## src/rtl/qam_tx_upsampler.sv

```systemverilog
// -----------------------------------------------------------------------------
// qam_tx_upsampler
//
// Sits between the QAM mapper and the pulse-shaping filter. Mapped I/Q symbols
// are buffered in a small FIFO and each one is emitted as SPS output samples:
// either the symbol repeated SPS times (sample-and-hold) or the symbol once
// followed by SPS-1 zero samples (zero-stuffing). The mapper cannot be stalled,
// so a symbol arriving while the FIFO is full is dropped and a sticky overflow
// flag is raised.
//
// Ports
//   clk        : rising-edge clock
//   reset      : asynchronous, active-low reset
//   sym_i      : signed symbol I from the mapper
//   sym_q      : signed symbol Q from the mapper
//   sym_valid  : sym_i/sym_q valid this cycle
//   smp_i      : signed output sample I
//   smp_q      : signed output sample Q
//   smp_valid  : output sample valid
//   smp_ready  : downstream accepts the sample when smp_valid && smp_ready
//   smp_first  : high on the first sample of each symbol
//   overflow   : sticky, set when a symbol is dropped
//   fifo_level : symbols currently held in the FIFO (output register excluded)
// -----------------------------------------------------------------------------
module qam_tx_upsampler #(
    parameter int DW         = 8,
    parameter int SPS        = 4,
    parameter int DEPTH      = 4,
    parameter int ZERO_STUFF = 0
) (
    input  logic                         clk,
    input  logic                         reset,
    input  logic signed [DW-1:0]         sym_i,
    input  logic signed [DW-1:0]         sym_q,
    input  logic                         sym_valid,
    output logic signed [DW-1:0]         smp_i,
    output logic signed [DW-1:0]         smp_q,
    output logic                         smp_valid,
    input  logic                         smp_ready,
    output logic                         smp_first,
    output logic                         overflow,
    output logic [$clog2(DEPTH+1)-1:0]   fifo_level
);

    localparam int AW = $clog2(DEPTH);
    localparam int LW = $clog2(DEPTH+1);
    localparam int CW = $clog2(SPS);

    typedef enum logic {IDLE, RUN} state_t;

    // Value shown for samples after the first one of a symbol: the held
    // sample itself, or zero when zero-stuffing.
    function automatic logic signed [DW-1:0] later_sample(input logic signed [DW-1:0] s);
        return (ZERO_STUFF != 0) ? '0 : s;
    endfunction

    logic signed [DW-1:0] mem_i [DEPTH];
    logic signed [DW-1:0] mem_q [DEPTH];
    logic [AW-1:0]        wptr;
    logic [AW-1:0]        rptr;
    logic [CW-1:0]        cnt;

    state_t state;
    state_t state_nxt;

    logic fifo_full;
    logic fifo_empty;
    logic push;
    logic pop;
    logic load;
    logic advance;
    logic finish;
    logic hs;

    // Fullness is taken from the level before any same-edge pop, so a write
    // into a full FIFO is dropped even when the head leaves on that edge.
    assign fifo_full  = (fifo_level == LW'(DEPTH));
    assign fifo_empty = (fifo_level == '0);
    assign push       = sym_valid && !fifo_full;
    assign hs         = smp_valid && smp_ready;

    // ---- FIFO stage: symbol storage and occupancy ----
    always_ff @(posedge clk) begin
        if (push) begin
            mem_i[wptr] <= sym_i;
            mem_q[wptr] <= sym_q;
        end
    end

    always_ff @(posedge clk or negedge reset) begin
        if (!reset) begin
            wptr       <= '0;
            rptr       <= '0;
            fifo_level <= '0;
            overflow   <= 1'b0;
        end else begin
            if (push)
                wptr <= wptr + 1'b1;
            if (pop)
                rptr <= rptr + 1'b1;
            case ({push, pop})
                2'b10:   fifo_level <= fifo_level + 1'b1;
                2'b01:   fifo_level <= fifo_level - 1'b1;
                default: fifo_level <= fifo_level;
            endcase
            if (sym_valid && fifo_full)
                overflow <= 1'b1;
        end
    end

    // ---- Sequencer: IDLE waits for a symbol, RUN walks cnt through SPS samples ----
    always_ff @(posedge clk or negedge reset) begin
        if (!reset)
            state <= IDLE;
        else
            state <= state_nxt;
    end

    always_comb begin
        state_nxt = state;
        pop       = 1'b0;
        load      = 1'b0;
        advance   = 1'b0;
        finish    = 1'b0;
        case (state)
            IDLE: begin
                if (!fifo_empty) begin
                    pop       = 1'b1;
                    load      = 1'b1;
                    state_nxt = RUN;
                end
            end
            RUN: begin
                if (hs) begin
                    if (cnt != CW'(SPS-1)) begin
                        advance = 1'b1;
                    end else if (!fifo_empty) begin
                        // Chain straight into the next symbol without a bubble.
                        pop  = 1'b1;
                        load = 1'b1;
                    end else begin
                        finish    = 1'b1;
                        state_nxt = IDLE;
                    end
                end
            end
            default: state_nxt = IDLE;
        endcase
    end

    // ---- Output stage: sample register, held stable while not accepted ----
    always_ff @(posedge clk or negedge reset) begin
        if (!reset) begin
            smp_i     <= '0;
            smp_q     <= '0;
            smp_valid <= 1'b0;
            smp_first <= 1'b0;
            cnt       <= '0;
        end else if (load) begin
            smp_i     <= mem_i[rptr];
            smp_q     <= mem_q[rptr];
            smp_valid <= 1'b1;
            smp_first <= 1'b1;
            cnt       <= '0;
        end else if (advance) begin
            smp_i     <= later_sample(smp_i);
            smp_q     <= later_sample(smp_q);
            smp_first <= 1'b0;
            cnt       <= cnt + 1'b1;
        end else if (finish) begin
            smp_i     <= '0;
            smp_q     <= '0;
            smp_valid <= 1'b0;
            smp_first <= 1'b0;
            cnt       <= '0;
        end
    end

endmodule
```

## config.mk

```make
export PLATFORM = sky130hd
export DESIGN_NAME = qam_tx_upsampler
export DESIGN_NICKNAME = d
export VERILOG_FILES = /design/src/rtl/qam_tx_upsampler.sv
export SDC_FILE = /design/constraint.sdc
export NUM_CORES = 1
export LEC_CHECK = 0
export BUFFER_PORTS_ARGS = -buffer_cell sky130_fd_sc_hd__buf_4
export CAP_MARGIN = 20
export CORE_ASPECT_RATIO = 0.7
export CORE_MARGIN = 8
export CORE_UTILIZATION = 45
export CTS_CLUSTER_SIZE = 28
export DETAILED_ROUTE_END_ITERATION = 10
export PLACE_DENSITY = 0.71
export SYNTH_ARGS = -nofsm -noshare
export SYNTH_HDL_FRONTEND = slang
export SYNTH_SLANG_ARGS = --single-unit
```

## constraint.sdc

```tcl
create_clock -name clk -period 3 [get_ports clk]
set_input_delay 0.3 -clock clk [delete_from_list [all_inputs] [get_ports clk]]
set_output_delay 0.3 -clock clk [all_outputs]
set_load 0.03 [all_outputs]
```

======== Word level (Yosys, flattened, before mapping) ========
Memory sizes are Yosys's and may differ from the RTL's.
Cells that the tools add are included.
operators by class
  $add $sub $neg .......................... 5
  equal/unequal tests ..................... 5
  muxes and demuxes ....................... 29
  bitwise operators ....................... 1
  reduce and logical (&&, ||, !) cells .... 9
operator list
  kind                   number
  $mux W8                4
  $mux W1                19
  $add A2 B1 Y2 const B  3
  $mux W2                3
  $pmux W3 S2            1
  $ne A2 B2 Y1 const B   2
  $pmux W1 S2            2
  $reduce_bool A2 Y1     2
  $add A3 B1 Y3 const B  1
  $eq A3 B3 Y1 const B   1
  $logic_and A1 B1 Y1    3
  $logic_not A3 Y1       1
  $reduce_bool A3 Y1     1
  $sub A3 B1 Y3 const B  1
  $eq A2 B1 Y1 const B   1
  $eq A2 B2 Y1 const B   1
  $reduce_and A2 Y1      1
  $logic_not A1 Y1       1
  $not A1 Y1             1
storage, ports and cells
  register bits after elaboration ......... 29
  RAM bits ................................ 64
  output and inout bits ................... 22
  logic and storage cells ................. 61
  memories ................................ 2
memory list
  memory  words  width  rd ports  clocked after Yosys merged registers in  write ports  RTL line  text
  mem_i   4      8      1         0                                        1            57        logic signed [DW-1:0] mem_i [DEPTH];
  mem_q   4      8      1         0                                        1            58        logic signed [DW-1:0] mem_q [DEPTH];

======== Depth between registers and ports, before layout ========
Gate-level depths: netlist (run 1).
  word-level depth ........................ 8
  mapped depth ............................ 10
  gate-level depth less buffers ........... 9

======== Worst setup path after synthesis (run 1) ========
OpenSTA, ideal clock, no wires.
  path type ............................... reg2reg
  start ................................... register smp_valid
  end ..................................... register fifo_level[2]
  library setup time ...................... 0.081 ns
  arrival time ............................ 2.246 ns
  data required time ...................... 2.919 ns
  slack ................................... 0.673 ns
  stages on the path, launching flop included .. 10
  buffers on the path ..................... 1
  period minus slack after synthesis ...... 2.327 ns
  path through ............................ dfrtp_1 nand3_1 a21oi_2 buf_4 ha_1 inv_1 fa_1 xor2_1 nor2_1 xor2_1
on the way
  longest elaborated chain between the ends .. 5
RTL lines
  item                                               RTL line  text
  start, declared                                    38        output logic smp_valid,
  start signal, assigned                             156       smp_valid <= 1'b0;
  start signal, assigned                             162       smp_valid <= 1'b1;
  start signal, assigned                             173       smp_valid <= 1'b0;
  $logic_and A1 B1 Y1 *                              80        assign hs = smp_valid && smp_ready;
  $mux W1 *                                          --
  $pmux W1 S2 *                                      --
  via load                                           70        logic load;
  $eq A2 B1 Y1 or $eq A2 B2 Y1 (tied branches)       101       case ({push, pop})
  $pmux W3 S2 or $reduce_bool A2 Y1 (tied branches)  --
  end signal, assigned                               102       2'b10: fifo_level <= fifo_level + 1'b1;
  end signal, assigned                               103       2'b01: fifo_level <= fifo_level - 1'b1;
  end signal, assigned                               104       default: fifo_level <= fifo_level;
  end, declared                                      42        output logic [$clog2(DEPTH+1)-1:0] fifo_level
The timed path passes the listed nets; every way through them passes the cells marked *.
A chain may end at the register's enable or synchronous reset.

======== Worst setup path after layout (run 1) ========
  start ................................... register cnt[0]
  end ..................................... register fifo_level[2]
on the way
  longest elaborated chain between the ends .. 6
RTL lines
  item                                               RTL line  text
  start, declared                                    61        logic [CW-1:0] cnt;
  start signal, assigned                             169       cnt <= cnt + 1'b1;
  $ne A2 B2 Y1 *                                     135       if (cnt != CW'(SPS-1)) begin
  $mux W1 *                                          135
  $mux W1 *                                          134       if (hs) begin
  $pmux W1 S2 *                                      125       case (state)
  $eq A2 B1 Y1 or $eq A2 B2 Y1 (tied branches)       101
  $pmux W3 S2 or $reduce_bool A2 Y1 (tied branches)  --
Mark *: on every way between the ends. The rest lies on a longest branch, timed or not.

==> results_dict.tcl, run 1 <==
set metrics [dict create \
    insertedDiodeCount 0 \
    avgSynthCellArea_sq_um 19.6 \
    ys_seq_area_share_pct 73.1 \
    r2r_slack_ns 0.92 \
    cts_buffers 9 \
    grt_pass1_wl_microns 10600 \
    vias_per_cell 5.22 \
    synthTopCellsByArea "edfxtp_1, dfrtp_1, mux4_2" \
    grt.total_usage_pct 12.8 \
    dieArea_sq_um 11200 \
    grt_setup_unrepaired "false" \
    clkLatencyLatePin_ns 0.34 \
    yosys_warnings 0 \
    switchingPower_mw 1.47 \
    r2r_start "cnt[0]$_DFFE_PN0P_" \
    slew_viol_final 0 \
    drive_gt1_share_pct 37.2 \
    worstHoldStart "sym_q[1]" \
    report.power.total_mw 4.45 \
    num_rows 27 \
    htreeDepth 3 \
    die_y_microns 91.1 \
    max_slew_margin_pct 42.5 \
    cp.buffers_inverters 1 \
    cts_tree "done" \
    hold_violations 0 \
    post-route-period-util_pct 69.4 \
    arrival_ns 2.34 \
    power_frac_seq_pct 44.9 \
    clkSinkCount 93 \
    holdWs_ns 0.159 \
    synth_nets 212 \
    crit_chain "ha_1, nand3_1, a21oi_2, ha_1, inv_1, fa_1, xor2_1, nor2_1, xor2_1" \
    portBuffers 41 \
    syn_inst 185 \
    dp_hpwl_microns 4170 \
    postCtsHoldBufs 1 \
    grt_antenna_before_repair 0 \
    clkPwrFrac_pct 24.0 \
    tightest_slew_ns 0.862 \
    globalRouteOverflowTotal 0 \
    crit_path_start_kind "register" \
    clockRootBuffer "clkbuf_16" \
    synth_top_area_cell "edfxtp_1" \
    post-route-worst-setup-slack_ns 0.919 \
    p_leak_nw 1.69 \
    grt_max_degree 30 \
    hold_class "input pin to register" \
    ys_ff_latch 93 \
    nNetsFinal 264 \
    p_int_mw 2.97 \
    io_pins 42 \
    initial_utilization_pct 46.2 \
    area_delta_synth_final_pct 19.8 \
    synth_edf_count 64 \
    post_drt_wl_per_cell_microns 19.2 \
    clock_path_buffers 2 \
    crit_path_max_fanout 4 \
    core_area_sq_um 7840 \
    cpPeakStageDelay_ns 0.40 \
    drc 0 \
    end_kind "register" \
    clock_skew_ns 0.00639 \
    worstHoldPathCells 1 \
    drt_pass1_iterations 4 \
    status "completed" \
    fin_crit_ns 2.08 \
    switching_share_pct 33.1 \
    powerDensity_nw_per_um2 1020 \
    ant_nets 0 \
    synth_cell_type_count 34 \
    max_freq_mhz 481 \
    synth_area_sq_um 3620 \
    pwr-share-comb_pct 31.1 \
    holdPathEnd "mem_q[0][1]$_DFFE_PP_" \
    critical-path-top-delay-family "adder cells" \
    postCtsSetupBuffers 0 \
    rr_endpoint "fifo_level[2]$_DFFE_PN0P_" \
    die_w_microns 123 \
    grt_pass1_vias 1921 \
    r2r_cells 9 \
    ys.flop_type "edfxtp_1" \
    wirelength_microns 6600 \
    ctsResizeCount 0 \
    vias 1790 \
    max_cap_viol_count 0 \
    setup_viol_count_final 0 \
    place_congestion 0.730 \
    synth.top_cell.area_share_pct 53.0 \
    crit_path_top_delay_cell "dfrtp_1" \
    clkTransAtPathRegs_ns 0.07 \
    path_class "register to register" \
    drtIter0Drc 145 \
    required_ns 3.26 \
    dpl_worst_slack_ns 0.963 \
    fin_setup_tns_ns 0 \
    ir_drop_uv 624 \
    async_flop_share_pct 31.2 \
]
## metrics by stage
stage | std cells | utilization [%] | cell area (sq um)
after detailed placement | 326 | 51.6 | 4050
after global routing | 343 | 55.4 | 4340
after floorplan | 185 | - | 3620
final | 343 | 55.4 | 4340
after global placement | 326 | 51.6 | 4050
after CTS | 343 | 55.4 | 4340
## final cells by class
| class | instances | area [sq um] |
|---|---|---|
| Clock inverter | 6 | 53.8 |
| Clock buffer | 10 | 229 |
| Inverter | 7 | 26.3 |
| Fill cell | 633 | 3500 |
| Timing Repair Buffer | 48 | 363 |
| Tap cell | 101 | 126 |
| Sequential cell | 93 | 2650 |
| Multi-Input combinational cell | 78 | 895 |
## worst max path at each step
stage          depth (start not counted)  slack [ns]                  start                         to
4_1_cts                                9        0.94     cnt[0]$_DFFE_PN0P_  fifo_level[2]$_DFFE_PN0P_
2_1_floorplan                          9        0.67  smp_valid$_DFFE_PN0P_  fifo_level[2]$_DFFE_PN0P_
3_5_place_dp                           9        0.96     cnt[0]$_DFFE_PN0P_  fifo_level[2]$_DFFE_PN0P_
5_1_grt                                9        0.75     cnt[0]$_DFFE_PN0P_  fifo_level[2]$_DFFE_PN0P_
3_3_place_gp                           9        1.05     cnt[0]$_DFFE_PN0P_  fifo_level[2]$_DFFE_PN0P_
6_report                               9        0.92     cnt[0]$_DFFE_PN0P_  fifo_level[2]$_DFFE_PN0P_
## cell usage after synthesis (4+ instances only)
cell,n
mux2i_1,4
edfxtp_1,64
dfrtp_1,29
ha_1,6
inv_1,7
a22o_2,5
a22o_1,11
nor2_1,4
mux4_2,16
and2_1,4
nand2_1,6
## sequential cells by signal, indices dropped and copies added, names as in the netlist
signal,cells
cnt,2
smp_q,8
mem_i,32
state,1
mem_q,32
fifo_level,3
wptr,2
overflow,1
rptr,2
smp_i,8
smp_first,1
smp_valid,1
## placed cells by master, fill, tap and decap left out, types with 5 or more instances in the layout
cell type / n
edfxtp_1: 64
buf_4: 47
dfrtp_1: 29
mux4_2: 16
a22o_1: 11
clkbuf_16: 9
inv_1: 7
nand2_1: 6
ha_1: 6
a22o_2: 5
## kinds of logic (layout without fill, tap and decap cells)
group / Yosys count / count (layout) / synth area share (%)
xor+xnor: 6 / 6 / 1.45
flops: 93 / 93 / 73.1
simple gates: 19 / 19 / 2.90
buf+inv: 14 / 71 / 2.24
fa+ha+maj: 7 / 7 / 2.62
compound gates: 24 / 24 / 5.73
mux: 22 / 22 / 12.0
## worst reg2reg max path, cell delays in order (launching register included)
cell and delay [ns]:
dfrtp_1 0.40, ha_1 0.21, nand3_1 0.17, a21oi_2 0.20
ha_1 0.19, inv_1 0.06, fa_1 0.37, xor2_1 0.15
nor2_1 0.11, xor2_1 0.14
## power by group through the flow
stage	logic (mW)	registers [mW]	clock network, mW
2_1_floorplan	0.803	2.15	0
3_3_place_gp	1.38	2.02	0
3_5_place_dp	1.40	2.03	0
4_1_cts	1.41	2.00	1.09
5_1_grt	1.50	2.05	1.13
6_report	1.38	2.00	1.07
## per-layer routing
| layer | global-route usage (%) | part of all wire, % | vias up |
|---|---|---|---|
| met2 | 18.5 | 46 | 54 |
| met3 | 4.76 | 6.3 | 7 |
| met5 | 0 | 0 | - |
| li1 | - | - | 828 |
| met1 | 17.4 | 47 | 901 |
| met4 | 4.20 | 1.2 | 0 |
Note: power is estimated with default switching activity, not from simulation.
==> run 2: changes to the inputs <==
--- a/config.mk
+++ b/config.mk
@@ -5,6 +5,7 @@
 export SDC_FILE = /design/constraint.sdc
 export NUM_CORES = 1
 export LEC_CHECK = 0
+export ABC_AREA = 1
 export BUFFER_PORTS_ARGS = -buffer_cell sky130_fd_sc_hd__buf_4
 export CAP_MARGIN = 20
 export CORE_ASPECT_RATIO = 0.7
==> constraint.sdc (replaced) <==
create_clock -name clk -period 2.05 [get_ports clk]
set_input_delay 0.205 -clock clk [delete_from_list [all_inputs] [get_ports clk]]
set_output_delay 0.205 -clock clk [all_outputs]
set_load 0.03 [all_outputs]
==> results_dict.tcl, run 2 <==
set metrics [dict create \
    ys_seq_area_share_pct 65.3 \
    post-route-worst-setup-slack_ns 0.126 \
    drt_pass1_iterations 4 \
    insertedDiodeCount 0 \
    ant_nets 0 \
    vias 2653 \
    setup_viol_count_final 0 \
    layout_commonest_cell "nand2_1" \
    powerDensity_nw_per_um2 764 \
    io_pins 42 \
    placed_area_sq_um 4490 \
    hold_violations 0 \
    ys.flop_type "edfxtp_1" \
    end_kind "register" \
    globalRouteOverflowTotal 0 \
    fin_setup_tns_ns 0 \
    path_class "register to register" \
    clock_path_buffers 2 \
    switchingPower_mw 0.678 \
    ir_drop_uv 525 \
    synthTopCellsByArea "edfxtp_1, dfrtp_1, nand2_1" \
    holdWs_ns 0.0582 \
    cts_buffers 9 \
    post-route-period-util_pct 93.8 \
    synth_cell_type_count 23 \
    post_drt_wl_per_cell_microns 13.6 \
    top_regs "mem_i: 32 flops, mem_q: 32 flops" \
    crit_path_start_kind "register" \
    grt_setup_unrepaired "false" \
    layout_common_cells "nand2_1, inv_1, edfxtp_1" \
    hold_class "input pin to register" \
    die_y_microns 95.4 \
    required_ns 2.31 \
    tightest_slew_ns 0.586 \
    htreeDepth 3 \
    max_slew_margin_pct 60.9 \
    synthTopCellsByCount "nand2_1, inv_1, edfxtp_1, nand3_1, dfrtp_1" \
    synth_nets 430 \
    avgSynthCellArea_sq_um 10.1 \
    cts_tree "done" \
    synth_edf_count 64 \
    grt_pass1_wl_microns 13000 \
    switching_share_pct 18.6 \
    clkSinkCount 93 \
    arrival_ns 2.19 \
    grt_max_degree 35 \
    clkLatencyLatePin_ns 0.34 \
    fin_crit_ns 1.92 \
    postCtsSetupBuffers 0 \
    num_rows 29 \
    drc 0 \
    drive_gt1_share_pct 17.1 \
    max_cap_viol_count 0 \
    finish.utilization_pct 53.6 \
    crit_top_cell "inv_1" \
    clkPwrFrac_pct 43.4 \
    status "completed" \
    yosys_warnings 0 \
    initial_utilization_pct 45.4 \
    dpl_worst_slack_ns 0.142 \
    wirelength_microns 7880 \
    place_congestion 0.746 \
    postCtsHoldBufs 1 \
    synth.top_cell.area_share_pct 47.4 \
    synth_top_area_cell "edfxtp_1" \
    cpPeakStageDelay_ns 0.38 \
    slew_viol_final 0 \
    power_frac_seq_pct 55.1 \
    ctsResizeCount 0 \
    die_w_microns 129 \
    nNetsFinal 479 \
    vias_per_cell 4.57 \
    grt.total_usage_pct 14.0 \
    synth_area_sq_um 4060 \
    clock_skew_ns 0.00997 \
    drtIter0Drc 142 \
    clkTransAtPathRegs_ns 0.06 \
    ys_ff_latch 93 \
    grt_pass1_vias 2646 \
    p_leak_nw 2.34 \
    clockRootBuffer "clkbuf_16" \
    yosys.cell_count.top_type "nand2_1" \
    n_fill_cell 799 \
    dieArea_sq_um 12400 \
    crit_path_max_fanout 3 \
    dp_hpwl_microns 4980 \
    core_area_sq_um 8930 \
    crit_chain "ha_1, inv_1, nand2_1, nand2_4, nor2_8, ha_1, inv_1, fa_1, inv_1, nand2_1, nand3_1, xor2_1" \
    grt_antenna_before_repair 0 \
    async_flop_share_pct 31.2 \
    area_delta_synth_final_pct 17.9 \
    max_freq_mhz 520 \
    crit_path_top_delay_cell "fa_1" \
    syn_inst 403 \
    portBuffers 41 \
    fin_area_sq_um 4780 \
    pwr-share-comb_pct 1.5 \
    p_int_mw 2.97 \
]
## run 2: cell count changes after synthesis, moves of 5 or more
cell / change
a22o_1: -11
a22o_2: -5
inv_1: +69
nand3_1: +34
nand2_1: +149
mux4_2: -16
## run 2: per-layer routing
layer	share of wire, %	track usage, %
met1	45	17.0
met2	48	22.6
met3	6.9	4.97
met4	0.77	5.68
met5	0	0
## run 2: final timing paths
kind | from | endpoint | slack, ns | cells after the start
min in group asynchronous | reset | rptr[1]$_DFFE_PN0P_ | 0.34 | 2
max in group asynchronous | reset | smp_valid$_DFFE_PN0P_ | 1.39 | 2
worst max register to register | cnt[0]$_DFFE_PN0P_ | fifo_level[2]$_DFFE_PN0P_ | 0.13 | 12
worst min register to register | overflow$_DFFE_PN0P_ | overflow$_DFFE_PN0P_ | 0.47 | 1
worst max-delay path | cnt[0]$_DFFE_PN0P_ | fifo_level[2]$_DFFE_PN0P_ | 0.13 | 12
worst min-delay path | sym_i[0] | mem_i[2][0]$_DFFE_PP_ | 0.06 | 1
## run 2: logic make-up (layout without fill, tap and decap cells)
kind of cell / Yosys count / count (layout) / share of synthesized area [%]
and+or+nand+nor: 204 / 204 / 21.3
adders and majority gates: 7 / 7 / 2.34
DFF: 93 / 93 / 65.3
buffers and inverters: 92 / 145 / 9.72
xor gates and xnor gates: 4 / 4 / 0.864
AOI/OAI and AO/OA: 3 / 3 / 0.463
## run 2: metrics by stage
step	cells	total power [mW]
after floorplan	403	2.05
after global placement	564	2.10
after detailed placement	564	2.10
after CTS	580	3.69
after global routing	580	3.76
final	580	3.65
## run 2: critical path: cells and delay by family, from the launching register on
kind	cells	cell delay, ns
fa+ha+maj	3	0.72
xor+xnor	1	0.15
buf+inv	3	0.19
flops	1	0.36
simple gates	5	0.42
## run 2: area by class of cell
cell class / instances / area [sq um] / area share [%]
Sequential cell: 93 / 2650 / 55.4
Multi-Input combinational cell: 218 / 1010 / 21.2
Timing Repair Buffer: 50 / 378 / 7.90
Inverter: 80 / 300 / 6.28
Clock buffer: 11 / 233 / 4.87
Tap cell: 124 / 155 / 3.24
Clock inverter: 4 / 51.3 / 1.07
## run 2: power groups by stage
stage	Combinational (mW)	Clock, mW	Sequential, mW
after floorplan	0.0000119	0	2.05
after global placement	0.0518	0	2.05
after detailed placement	0.0541	0	2.05
after CTS	0.0557	1.62	2.01
after global routing	0.0611	1.69	2.01
final	0.0542	1.59	2.01
==> run 3: changes to the inputs <==
--- a/config.mk
+++ b/config.mk
@@ -13,7 +13,7 @@
 export CORE_UTILIZATION = 45
 export CTS_CLUSTER_SIZE = 28
 export DETAILED_ROUTE_END_ITERATION = 10
-export PLACE_DENSITY = 0.71
+export PLACE_DENSITY_LB_ADDON = 0.15
 export SYNTH_ARGS = -nofsm -noshare
 export SYNTH_HDL_FRONTEND = slang
 export SYNTH_SLANG_ARGS = --single-unit
==> results_dict.tcl, run 3 (same netlist as run 2, synthesis figures left out) <==
set metrics [dict create \
    cts_tree "done" \
    layout_commonest_cell "nand2_1" \
    path_class "register to register" \
    initial_utilization_pct 45.4 \
    cp.buffers_inverters 3 \
    n_fill_cell 803 \
    wirelength_microns 7680 \
    dieArea_sq_um 12400 \
    die_w_microns 129 \
    postCtsSetupBuffers 0 \
    drc 0 \
    grt_pass1_wl_microns 12600 \
    crit_path_max_fanout 3 \
    num_rows 29 \
    hold_class "input pin to register" \
    place_congestion 0.766 \
    ant_nets 0 \
    r2r_cells 12 \
    path_depth 12 \
    tightest_slew_ns 0.546 \
    ir_drop_uv 464 \
    cts_buffers 9 \
    clkSinkCount 93 \
    insertedDiodeCount 0 \
    portBuffers 41 \
    fin_crit_ns 1.88 \
    rr_endpoint "fifo_level[2]$_DFFE_PN0P_" \
    slew_viol_final 0 \
    powerDensity_nw_per_um2 746 \
    grt_pass1_vias 2528 \
    grt_antenna_before_repair 0 \
    crit_path_start_kind "register" \
    clockRootBuffer "clkbuf_16" \
    vias 2599 \
    cpPeakStageDelay_ns 0.37 \
    hold_violations 0 \
    ctsResizeCount 0 \
    globalRouteOverflowTotal 0 \
    max_freq_mhz 533 \
    arrival_ns 2.14 \
    max_slew_margin_pct 63.5 \
    layout_common_cells "nand2_1, inv_1, edfxtp_1" \
    vias_per_cell 4.47 \
    worstHoldPathCells 1 \
    io_pins 42 \
    drtIter0Drc 157 \
    top_regs "mem_i: 32 flops, mem_q: 32 flops" \
    dp.cells 564 \
    postCtsHoldBufs 1 \
    fin_cells 581 \
    critical-path-top-delay-family "adder cells" \
    status "completed" \
    htreeDepth 3 \
    crit_top_cell "inv_1" \
    area_delta_synth_final_pct 17.5 \
    fin_setup_tns_ns 0 \
    r2r_start "cnt[0]$_DFFE_PN0P_" \
    end_kind "register" \
    core_area_sq_um 8930 \
    clock_path_buffers 2 \
    grt_max_degree 34 \
    setup_viol_count_final 0 \
    crit_chain "ha_1, inv_1, nand2_1, nand2_4, nor2_8, ha_1, inv_1, fa_1, inv_1, nand2_1, nand3_1, xor2_1" \
    post-route-period-util_pct 91.6 \
    clkTransAtPathRegs_ns 0.06 \
    drt_pass1_iterations 5 \
    crit_path_top_delay_cell "dfrtp_1" \
    die_y_microns 95.4 \
    clkLatencyLatePin_ns 0.34 \
    required_ns 2.31 \
    r2r_slack_ns 0.17 \
    grt_setup_unrepaired "false" \
    post_drt_wl_per_cell_microns 13.2 \
    p_leak_nw 2.34 \
    drive_gt1_share_pct 17.3 \
    nNetsFinal 479 \
    endpoint "fifo_level[2]$_DFFE_PN0P_" \
    clock_skew_ns 0.00883 \
    timing.critical_path.from "cnt[0]$_DFFE_PN0P_" \
    max_cap_viol_count 0 \
    grt.total_usage_pct 13.6 \
    dp_hpwl_microns 4840 \
]
run 3: stage by stage:
step / cell area, sq um / total power, mW / util, % / hold WS, ns / setup WS [ns]
floorplan: 4060 / 2.05 / - / -0.0906 / 0.000111
global placement: 4490 / 2.10 / 50.3 / 0.161 / 0.207
detailed placement: 4490 / 2.11 / 50.3 / 0.176 / 0.184
CTS: 4770 / 3.59 / 53.4 / 0.0556 / 0.167
global route: 4770 / 3.65 / 53.4 / 0.0554 / 0.0121
finish: 4770 / 3.56 / 53.4 / 0.0634 / 0.173
run 3: area by class of cell:
type	count	area, sq um	share of cell area, %
clock buffer	10	229	4.80
sequential	93	2650	55.6
inverter	80	300	6.30
timing repair buffer	50	378	7.93
multi-input combinational	218	1010	21.3
tap	124	155	3.25
clock inverter	6	40.0	0.840
run 3: layer usage:
| layer | GRT usage, % | part of all wire [%] |
|---|---|---|
| met1 | 16.2 | 45 |
| met2 | 22.5 | 48 |
| met3 | 4.25 | 5.1 |
| met4 | 5.87 | 2.0 |
| met5 | 0 | 0 |
run 3: power by group:
| group | switching [mW] | internal, mW | total [mW] |
|---|---|---|---|
| sequential | 0.0000000000000000406 | 2.01 | 2.01 |
| combinational | 0.0305 | 0.0248 | 0.0553 |
| clock | 0.670 | 0.819 | 1.49 |
| total | 0.701 | 2.85 | 3.56 |
run 3: worst min-delay path by stage:
stage | startpoint | endpoint | slack, ns
global placement | reset | smp_i[4]$_DFFE_PN0P_ | 0.16
finish | sym_q[2] | mem_q[1][2]$_DFFE_PP_ | 0.06
detailed placement | reset | smp_i[5]$_DFFE_PN0P_ | 0.18
CTS | sym_q[3] | mem_q[1][3]$_DFFE_PP_ | 0.06
global route | sym_q[7] | mem_q[1][7]$_DFFE_PP_ | 0.06
floorplan | reset | cnt[0]$_DFFE_PN0P_ | -0.09
